`src/rtl/count_pkg.sv`:
```
// Shared types and constants for the cascaded down-counter and its 2-bit slices.
package count_pkg;

    localparam int SLICE_W = 2;

    typedef enum logic [1:0] {
        IDLE = 2'd0,
        RUN  = 2'd1,
        DONE = 2'd2
    } state_t;

endpackage

```
`src/rtl/dcount2.sv`:
```
// 2-bit loadable down-count slice; a slice at zero that is enabled borrows to 3.
module dcount2
    import count_pkg::*;
(
    input  logic               clk,
    input  logic               rst,
    input  logic               load,
    input  logic [SLICE_W-1:0] load_val,
    input  logic               en_in,
    output logic [SLICE_W-1:0] q,
    output logic               zero
);

    always_ff @(posedge clk) begin
        if (rst) begin
            q <= '0;
        end else if (load) begin
            q <= load_val;
        end else if (en_in) begin
            q <= q - SLICE_W'(1);
        end
    end

    assign zero = (q == '0);

endmodule

```
`src/rtl/count_down_cascade.sv`:
```
// Loadable down-counter/timer built from 2-bit slices with one-shot and auto-reload modes.
module count_down_cascade
    import count_pkg::*;
#(
    parameter int WIDTH = 6
) (
    input  logic             clk,
    input  logic             rst,
    input  logic             load,
    input  logic [WIDTH-1:0] load_val,
    input  logic             en,
    input  logic             auto_reload,
    output logic [WIDTH-1:0] q,
    output logic             tc,
    output logic             busy,
    output logic             done
);

    localparam int NSL = WIDTH / SLICE_W;

    state_t           state, state_n;
    logic [WIDTH-1:0] reload_reg;
    logic [WIDTH-1:0] sl_val;
    logic [NSL-1:0]   zero;
    logic [NSL-1:0]   lower_zero;
    logic [NSL-1:0]   en_sl;
    logic             q_zero;
    logic             terminal;
    logic             sl_load;
    logic             tc_n;

    assign q_zero   = &zero;
    assign terminal = (state == RUN) && en && q_zero && !load;
    // An auto-reload terminal edge reuses the slices' parallel-load path.
    assign sl_load  = load || (terminal && auto_reload);
    assign sl_val   = load ? load_val : reload_reg;

    always_comb begin
        lower_zero[0] = 1'b1;
        for (int k = 1; k < NSL; k++) begin
            lower_zero[k] = lower_zero[k-1] & zero[k-1];
        end
    end

    for (genvar k = 0; k < NSL; k++) begin : g_slice
        assign en_sl[k] = en && (state == RUN) && !q_zero && lower_zero[k];

        dcount2 u_slice (
            .clk      (clk),
            .rst      (rst),
            .load     (sl_load),
            .load_val (sl_val[k*SLICE_W +: SLICE_W]),
            .en_in    (en_sl[k]),
            .q        (q[k*SLICE_W +: SLICE_W]),
            .zero     (zero[k])
        );
    end

    always_comb begin
        state_n = state;
        tc_n    = 1'b0;
        if (load) begin
            state_n = RUN;
        end else if (terminal) begin
            tc_n = 1'b1;
            if (!auto_reload) begin
                state_n = DONE;
            end
        end
    end

    always_ff @(posedge clk) begin
        if (rst) begin
            state      <= IDLE;
            tc         <= 1'b0;
            reload_reg <= '0;
        end else begin
            state <= state_n;
            tc    <= tc_n;
            if (load) begin
                reload_reg <= load_val;
            end
        end
    end

    assign busy = (state == RUN);
    assign done = (state == DONE);

endmodule

```
`config.mk`:
```
export PLATFORM = sky130hd
export DESIGN_NAME = count_down_cascade
export DESIGN_NICKNAME = d
export VERILOG_FILES = /design/src/rtl/count_pkg.sv /design/src/rtl/dcount2.sv /design/src/rtl/count_down_cascade.sv
export SDC_FILE = /design/constraint.sdc
export NUM_CORES = 1
export LEC_CHECK = 0
export ABC_AREA = 1
export CAP_MARGIN = 0
export CORE_ASPECT_RATIO = 0.9
export CORE_UTILIZATION = 47
export CTS_BUF_LIST = sky130_fd_sc_hd__clkbuf_16
export DETAILED_ROUTE_END_ITERATION = 6
export PLACE_DENSITY = 0.77
export SLEW_MARGIN = 20
export SYNTH_ARGS = -nofsm -noshare
export SYNTH_HDL_FRONTEND = slang
export SYNTH_SLANG_ARGS = --single-unit
```
`constraint.sdc`:
```
create_clock -name clk -period 1.7 [get_ports clk]
set_input_delay 0.34 -clock clk [delete_from_list [all_inputs] [get_ports clk]]
set_output_delay 0.34 -clock clk [all_outputs]
set_load 0.02 [all_outputs]
```
==> metrics.md, run 1 <==
| Metric | Value |
|---|---|
| Die height | approximately 41 um |
| Cell chain of the critical path | clkdlybuf4s50_1 |
| Final HPWL DP | 1300 um |
| Hold EP | reload_reg[1] |
| Root Buffer | clkbuf_16 |
| Total GRT Usage | between 20% and 30% |
| Clock Skews | ~0.0020 ns |
| Hold path startpoint | reload_reg[1] |
| Maximum fanout along the worst path | 3 |
| H-tree levels | 1 |
| Proportion of synthesized area in mux cells | about 1.2% |
| Pwr/cell area | 977 nW/um2 |
| XOR/XNOR share of the synthesized area | 0% |
| Slew headroom | 76.8% |
| Postcts setup bufs | 0 |
| Global-route wire length before repair | approximately 2900 um |
| Final hold violation count | 0 |
| Terminus of the critical flop-to-flop path | g_slice[2].u_slice.q[1] |
| WP buf/inv | 1 |
| Post-synth top area share | 37.0% |
| Top_reg_cell synth | dfxtp_1 |
| Power share of the clock group | 41.6% |
| Sequential fraction of the synthesis area | 37.0% |
| FP Rows | 13 |
| Final ANT Viol Nets | 0 |
| Worst-margin pin slew | between 0.3 and 0.4 ns |
| I/O Buffers | 19 |
| Vias | a little under 800 |
| Number of gates resized after CTS | 0 |
| Worst skew pair latency | ~0.25 ns |
| Core area | ~1500 um2 |
| Maximum root-to-sink buffer count | 2 |
| Peak VDD IR | 0.774 mV |
| Max Slew Vio Count | 0 |
| Fill cells | approximately 150 |
| Most frequent cell after synthesis | nand2_1 |
| GRT overflow | 0 |
| Wire per inst | ~11 um |
| Die X-Extent | between 40 and 50 um |
| RSZ-0062 raised after global routing | no |
| Worst path max stage delay | between 0.6 and 0.7 ns |
| Max-Cap Viols | 0 |
| CTS tree | done |
| DRT Wirelength | ~1700 um |
| Synth Area in Simple Gates | 35.2% |
| GPL Wtd Cong | 0.797 |
| Mapped Area | between 800 and 900 um2 |
| Leak | 0.572 nW |
| RR Startpoint | g_slice[0].u_slice.q[0] |
| Crit path max-delay family | buffers and inverters |
| Sw Pwr | between 0.2 and 0.3 mW |
| Comb power frac | between 20 and 25% |
| Post-synth EDFFs | 0 |
| Die ar. | between 1500 and 2000 um2 |
| Largest cells by area after synthesis | dfxtp_1 (37%), nand2_1 (11%), inv_1 (9.7%), nor2_1 (7.4%), nand3_1 (5.6%) |
| CP endpoint kind | output pin |
| Hold Path Class | reg -> reg |
| CP Class | reg -> out |
| Status | finished clean |
| Avg Cell Area, Syn | approximately 7 um2 |
| Cell count of the worst reg-to-reg path | 8 |
| CP startpoint kind | flip-flop |
| Synth Register Bits | 15 |
| Pin count of the biggest net entering global routing | 10 |
| Synth area leader | dfxtp_1 |
| Post-Syn Nets | between 100 and 150 |
| I/O pin cnt | 20 |
| Top cells by count, synth | nand2_1 (24), inv_1 (21), nor2_1 (16) |
| Initial drt markers | 9 |
| Final setup viols | 0 |
| Required @ worst endpoint | around 1.4 ns |
| Syn Inst Count | ~120 |
| Worst reg2reg setup slack | ~0.20 ns |
| Post-route minimum period | about 1.6 ns |
| Initial Utilization | around 53% |
| Count of hold-fix buffers inserted at cts | 0 |
| # diodes | 0 |
| Layout area overhead | 36.6% |
| Total CTS buffers | 3 |
| Vias in the first global route | 696 |
| Adder-Cell Fraction of Synth Area | under 10% |
| Via density | about 4.8 |
| Initial antenna violation count | 0 |
| Fin nets | 154 |
| Main combinational cell family by area after synthesis | simple AND/OR/NAND/NOR gates |
| Fin Hold WS | around 0.47 ns |
| CTS clock-pin slew for the worst setup and hold paths | around 0.05 ns |
| Sink Count | 15 |
| Sequential Power Share | 36.3% |
| Remaining DRCs | 0 |
| Hold Path Stages | 2 |
| Sw Share | between 20% and 30% |
| Distinct cells, synth | 22 |
| Compound-cell area share of the yosys netlist | 8.33% |
| First-pass DRT Iterations | 4 |
| Final worst path period share | roughly nine tenths |
| Share of post-route cells with drive strength above 1 | under 10% |
| Synthesis Warnings | 0 |
| Internal | 0.798 mW |
| Max frequency | between 0.6 and 0.7 GHz |
| FFs w/ async S/R, synth | 0% |
| Setup TNS | 0 ns |
| Worst EP arrival | about 1.2 ns |
| Critical Path Slowest Stage Cell | clkdlybuf4s50_1 |
worst max path at each step:
stage / from / endpoint / slack (ns) / depth (start not counted)
CTS: state[1] / busy / 0.02 / 4
global placement: load / g_slice[0].u_slice.q[0] / 0.07 / 7
floorplan: g_slice[0].u_slice.q[0] / g_slice[2].u_slice.q[1] / 0.25 / 8
finish: g_slice[0].u_slice.q[0] / q[0] / 0.15 / 1
detailed placement: load / g_slice[0].u_slice.q[0] / 0.05 / 7
global route: g_slice[0].u_slice.q[0] / g_slice[2].u_slice.q[0] / 0.06 / 8
cell families (layout without fill, tap and decap cells):
family	after synthesis	after routing
DFF	15	15
adders and majority gates	3	3
muxes	1	1
AOI/OAI and AO/OA	12	12
and+or+nand+nor	60	60
buffers and inverters	25	48
through the flow:
stage               total power, mW  setup WS [ns]  instances  cell area [um2]  util [%]
floorplan                     0.552          0.253        116              811         -
global placement              0.629         0.0684        157             1020      66.9
detailed placement            0.638         0.0503        157             1020      66.9
CTS                            1.09         0.0160        161             1100      72.1
global route                   1.14         0.0645        161             1110      72.4
finish                         1.08          0.146        161             1110      72.4
routing by layer:
| layer | wire length (um) | part of all wire (%) | track usage [%] | vias up |
|---|---|---|---|---|
| met1 | 753 | 43 | 24.5 | 347 |
| met5 | 0 | 0 | 0 | - |
| li1 | - | - | - | 405 |
| met3 | 96 | 5.5 | 8.26 | 5 |
| met4 | 40 | 2.3 | 10.6 | 0 |
| met2 | 855 | 49 | 33.7 | 16 |
power by group through the flow:
stage	Sequential (mW)	Clock, mW	Combinational (mW)
final	0.392	0.450	0.239
after floorplan	0.415	0	0.137
after detailed placement	0.399	0	0.239
after global routing	0.395	0.475	0.267
after global placement	0.398	0	0.231
after CTS	0.393	0.455	0.241
layout make-up:
type                    count  area [um2]  share of cell area [%]
clock buffers               3        75.1                    6.78
well taps                  22        27.5                    2.49
flip-flops and latches     15         300                    27.1
clock inverters             1        3.75                   0.339
repair buffers             22         218                    19.7
inverters                  22        82.6                    7.46
multi-input cells          76         400                    36.2
layout by cell type (no fill, tap or decap), types with 2 or more instances in the layout:
| cell | synthesis | final |
|---|---|---|
| nand2_1 | 24 | 24 |
| inv_1 | 21 | 22 |
| clkdlybuf4s50_1 | 0 | 17 |
| nor2_1 | 16 | 16 |
| dfxtp_1 | 15 | 15 |
| nand3_1 | 9 | 9 |
| a21oi_1 | 4 | 4 |
| o21ai_0 | 4 | 4 |
| ha_1 | 3 | 3 |
| clkbuf_16 | 0 | 3 |
| buf_4 | 0 | 3 |
| nand3_2 | 2 | 2 |
| nand2_4 | 2 | 2 |
| nand4_1 | 2 | 2 |
| or2_0 | 2 | 2 |
| o21a_1 | 2 | 2 |
| dlymetal6s2s_1 | 0 | 2 |
tightest hold or removal path, cell delays in order (launching register included):
cell and delay, ns:
dfxtp_1 0.29, nand2_1 0.05, a21oi_1 0.07
(Power assumes the default switching activity.)
==> inputs of run 2 (changes only) <==
CTS_BUF_LIST = not set   (was sky130_fd_sc_hd__clkbuf_16)
MAX_ROUTING_LAYER = met4   (was not set)
==> metrics.md, run 2 (synthesized netlist as in run 1, its figures left out) <==
| Metric | Value |
|---|---|
| Total GRT Usage | 21.7% (+0.39 points) |
| Crit. path cell count | 1 (unchanged) |
| Peak VDD IR | 0.504 mV (-35%) |
| H-tree levels | 1 (unchanged) |
| Final HPWL DP | 1300 um (unchanged) |
| Placed cells | 157 (unchanged) |
| Sequential Power Share | 46.7% (+10 points) |
| Maximum fanout along the worst path | 3 (unchanged) |
| Final hold violation count | 0 (unchanged) |
| Die height | 41.4 um (unchanged) |
| Global-route wire length before repair | 2840 um (-0.73%) |
| Final Instance Area | 1050 um2 (-5.4%) |
| DRT Wirelength | 1650 um (-5.4%) |
| Max Slew Vio Count | 0 (unchanged) |
| RR Startpoint | g_slice[0].u_slice.q[0] |
| Root Buffer | clkbuf_4 |
| Final setup viols | 0 (unchanged) |
| Initial drt markers | 3 (-6) |
| Vias | 763 (-1.3%) |
| I/O Buffers | 19 (unchanged) |
| Critical Path Slowest Stage Cell | clkdlybuf4s50_1 |
| Crit path launch | g_slice[0].u_slice.q[0] |
| Fin nets | 154 (unchanged) |
| Most common cell after layout, fill and taps aside | nand2_1 |
| Initial Utilization | 53.0% (unchanged) |
| Initial antenna violation count | 0 (unchanged) |
| Cell count of the worst reg-to-reg path | 8 (unchanged) |
| # diodes | 0 (unchanged) |
| Crit path capture | q[0] |
| CP startpoint kind | flip-flop |
| Max-Cap Viols | 0 (unchanged) |
| Layout area overhead | 29.2% |
| First-pass DRT Iterations | 3 (-1) |
| I/O pin cnt | 20 (unchanged) |
| Via density | 4.74 (-1.3%) |
| Hold Path Class | reg -> reg |
| FP Rows | 13 (unchanged) |
| Worst-margin pin slew | 0.321 ns (-0.0267 ns) |
| GRT overflow | 0 (unchanged) |
| Sw Share | 31.1% (+4.9 points) |
| Worst path max stage delay | 0.61 ns (about the same) |
| Count of hold-fix buffers inserted at cts | 0 (unchanged) |
| Clock Skews | 0.00109 ns (-0.000902 ns) |
| Comb power frac | 28.3% (+6.2 points) |
| Cell chain of the critical path | clkdlybuf4s50_1 |
| Worst skew pair latency | 0.29 ns (+0.04 ns) |
| Max frequency | 0.620 GHz (-3.7%) |
| Fin Hold WS | 0.474 ns (+0.00242 ns) |
| DP Area | 1020 um2 (unchanged) |
| Crit path max-delay family | buffers and inverters |
| Vias in the first global route | 680 (-2.3%) |
| Core area | 1530 um2 (unchanged) |
| Slew headroom | 78.6% (+1.8 points) |
| Pwr/cell area | 798 nW/um2 (-18%) |
| Status | finished clean |
| CTS tree | done |
| Die X-Extent | 45.8 um (unchanged) |
| Pin count of the biggest net entering global routing | 10 (unchanged) |
| RSZ-0062 raised after global routing | no |
| Wire per inst | 10.2 um (-5.4%) |
| Final ANT Viol Nets | 0 (unchanged) |
| Leak | 0.522 nW (-8.8%) |
| CP Class | reg -> out |
| Worst EP arrival | 1.27 ns (+0.06 ns) |
| GPL Wtd Cong | 0.809 (+1.4%) |
| Sw Pwr | 0.260 mW (-8.2%) |
| Power share of the clock group | 25.0% (-17 points) |
| Post-route insts no fill | 161 (unchanged) |
| Worst reg2reg setup slack | 0.22 ns (+0.02 ns) |
| Required @ worst endpoint | 1.36 ns (about the same) |
| Maximum root-to-sink buffer count | 2 (unchanged) |
| Remaining DRCs | 0 (unchanged) |
| WP buf/inv | 1 (unchanged) |
| Post-route minimum period | 1.61 ns (+0.0603 ns) |
| Terminus of the critical flop-to-flop path | g_slice[2].u_slice.q[1] |
| Final WS setup | 0.0859 ns (-0.0603 ns) |
| Most frequent cells in the layout | nand2_1 (24), inv_1 (21), clkdlybuf4s50_1 (17) |
| Share of post-route cells with drive strength above 1 | 9.35% (unchanged) |
| Sink Count | 15 (unchanged) |
| Setup TNS | 0 ns (unchanged) |
| Setup slack at placement | 0.0503 ns (unchanged) |
| Final worst path period share | 94.9% (+3.5 points) |
| Internal | 0.576 mW (-28%) |
| Die ar. | 1900 um2 (unchanged) |
| CTS clock-pin slew for the worst setup and hold paths | 0.09 ns (+0.04 ns) |
| CP endpoint kind | output pin |
| Total CTS buffers | 3 (unchanged) |
run 2: changes by cell type in the layout (fill, tap and decap cells not counted):
cell / change
dlygate4sd2_1: +2
clkbuf_4: +3
clkbuf_16: -3
dlymetal6s2s_1: -2
clkbuf_1: +1
inv_1: -1
run 2: worst min-delay path by stage:
| stage | startpoint | depth (start not counted) | slack [ns] | to |
|---|---|---|---|---|
| floorplan | reload_reg[5] | 2 | 0.44 | reload_reg[5] |
| global placement | reload_reg[1] | 2 | 0.45 | reload_reg[1] |
| detailed placement | reload_reg[1] | 2 | 0.46 | reload_reg[1] |
| CTS | reload_reg[1] | 2 | 0.47 | reload_reg[1] |
| global route | reload_reg[5] | 2 | 0.50 | reload_reg[5] |
| finish | reload_reg[1] | 2 | 0.47 | reload_reg[1] |
run 2: stage by stage:
step                util [%]  power, mW
floorplan                  -      0.552
detailed placement      66.9      0.638
finish                  68.5      0.836
global placement        66.9      0.629
global route            68.5      0.897
CTS                     68.5      0.842
run 2: layout make-up:
class | instances | area (um2)
clock buffer | 4 | 26.3
tap | 22 | 27.5
inverter | 22 | 82.6
sequential | 15 | 300
multi-input combinational | 76 | 400
fill | 161 | 482
timing repair buffer | 22 | 210
run 2: worst min-delay path, delay by kind of cell (launching register included):
kind	cells	cell delay [ns]
flops	1	0.30
compound gates	1	0.07
simple gates	1	0.05
run 2: power by group through the flow:
| stage | combinational [mW] | clock (mW) | sequential, mW |
|---|---|---|---|
| after floorplan | 0.137 | 0 | 0.415 |
| after global placement | 0.231 | 0 | 0.398 |
| after detailed placement | 0.239 | 0 | 0.399 |
| after CTS | 0.239 | 0.213 | 0.391 |
| after global routing | 0.264 | 0.239 | 0.394 |
| final | 0.236 | 0.209 | 0.390 |
run 2: timing repair:
action,4_1_cts,5_1_grt
endpoints found under the setup margin,2,0
resized for setup,2,0
setup buffers,0,0
run 2: routing by layer:
metal  global-route usage (%)  part of all wire (%)  wire, um  vias up
met5                        -                     0         0        -
met3                     8.26                   4.8        80        5
met4                     10.6                   2.3        38        0
li1                         -                     -         -      404
met2                     32.6                    48       790       12
met1                     25.0                    45       741      342
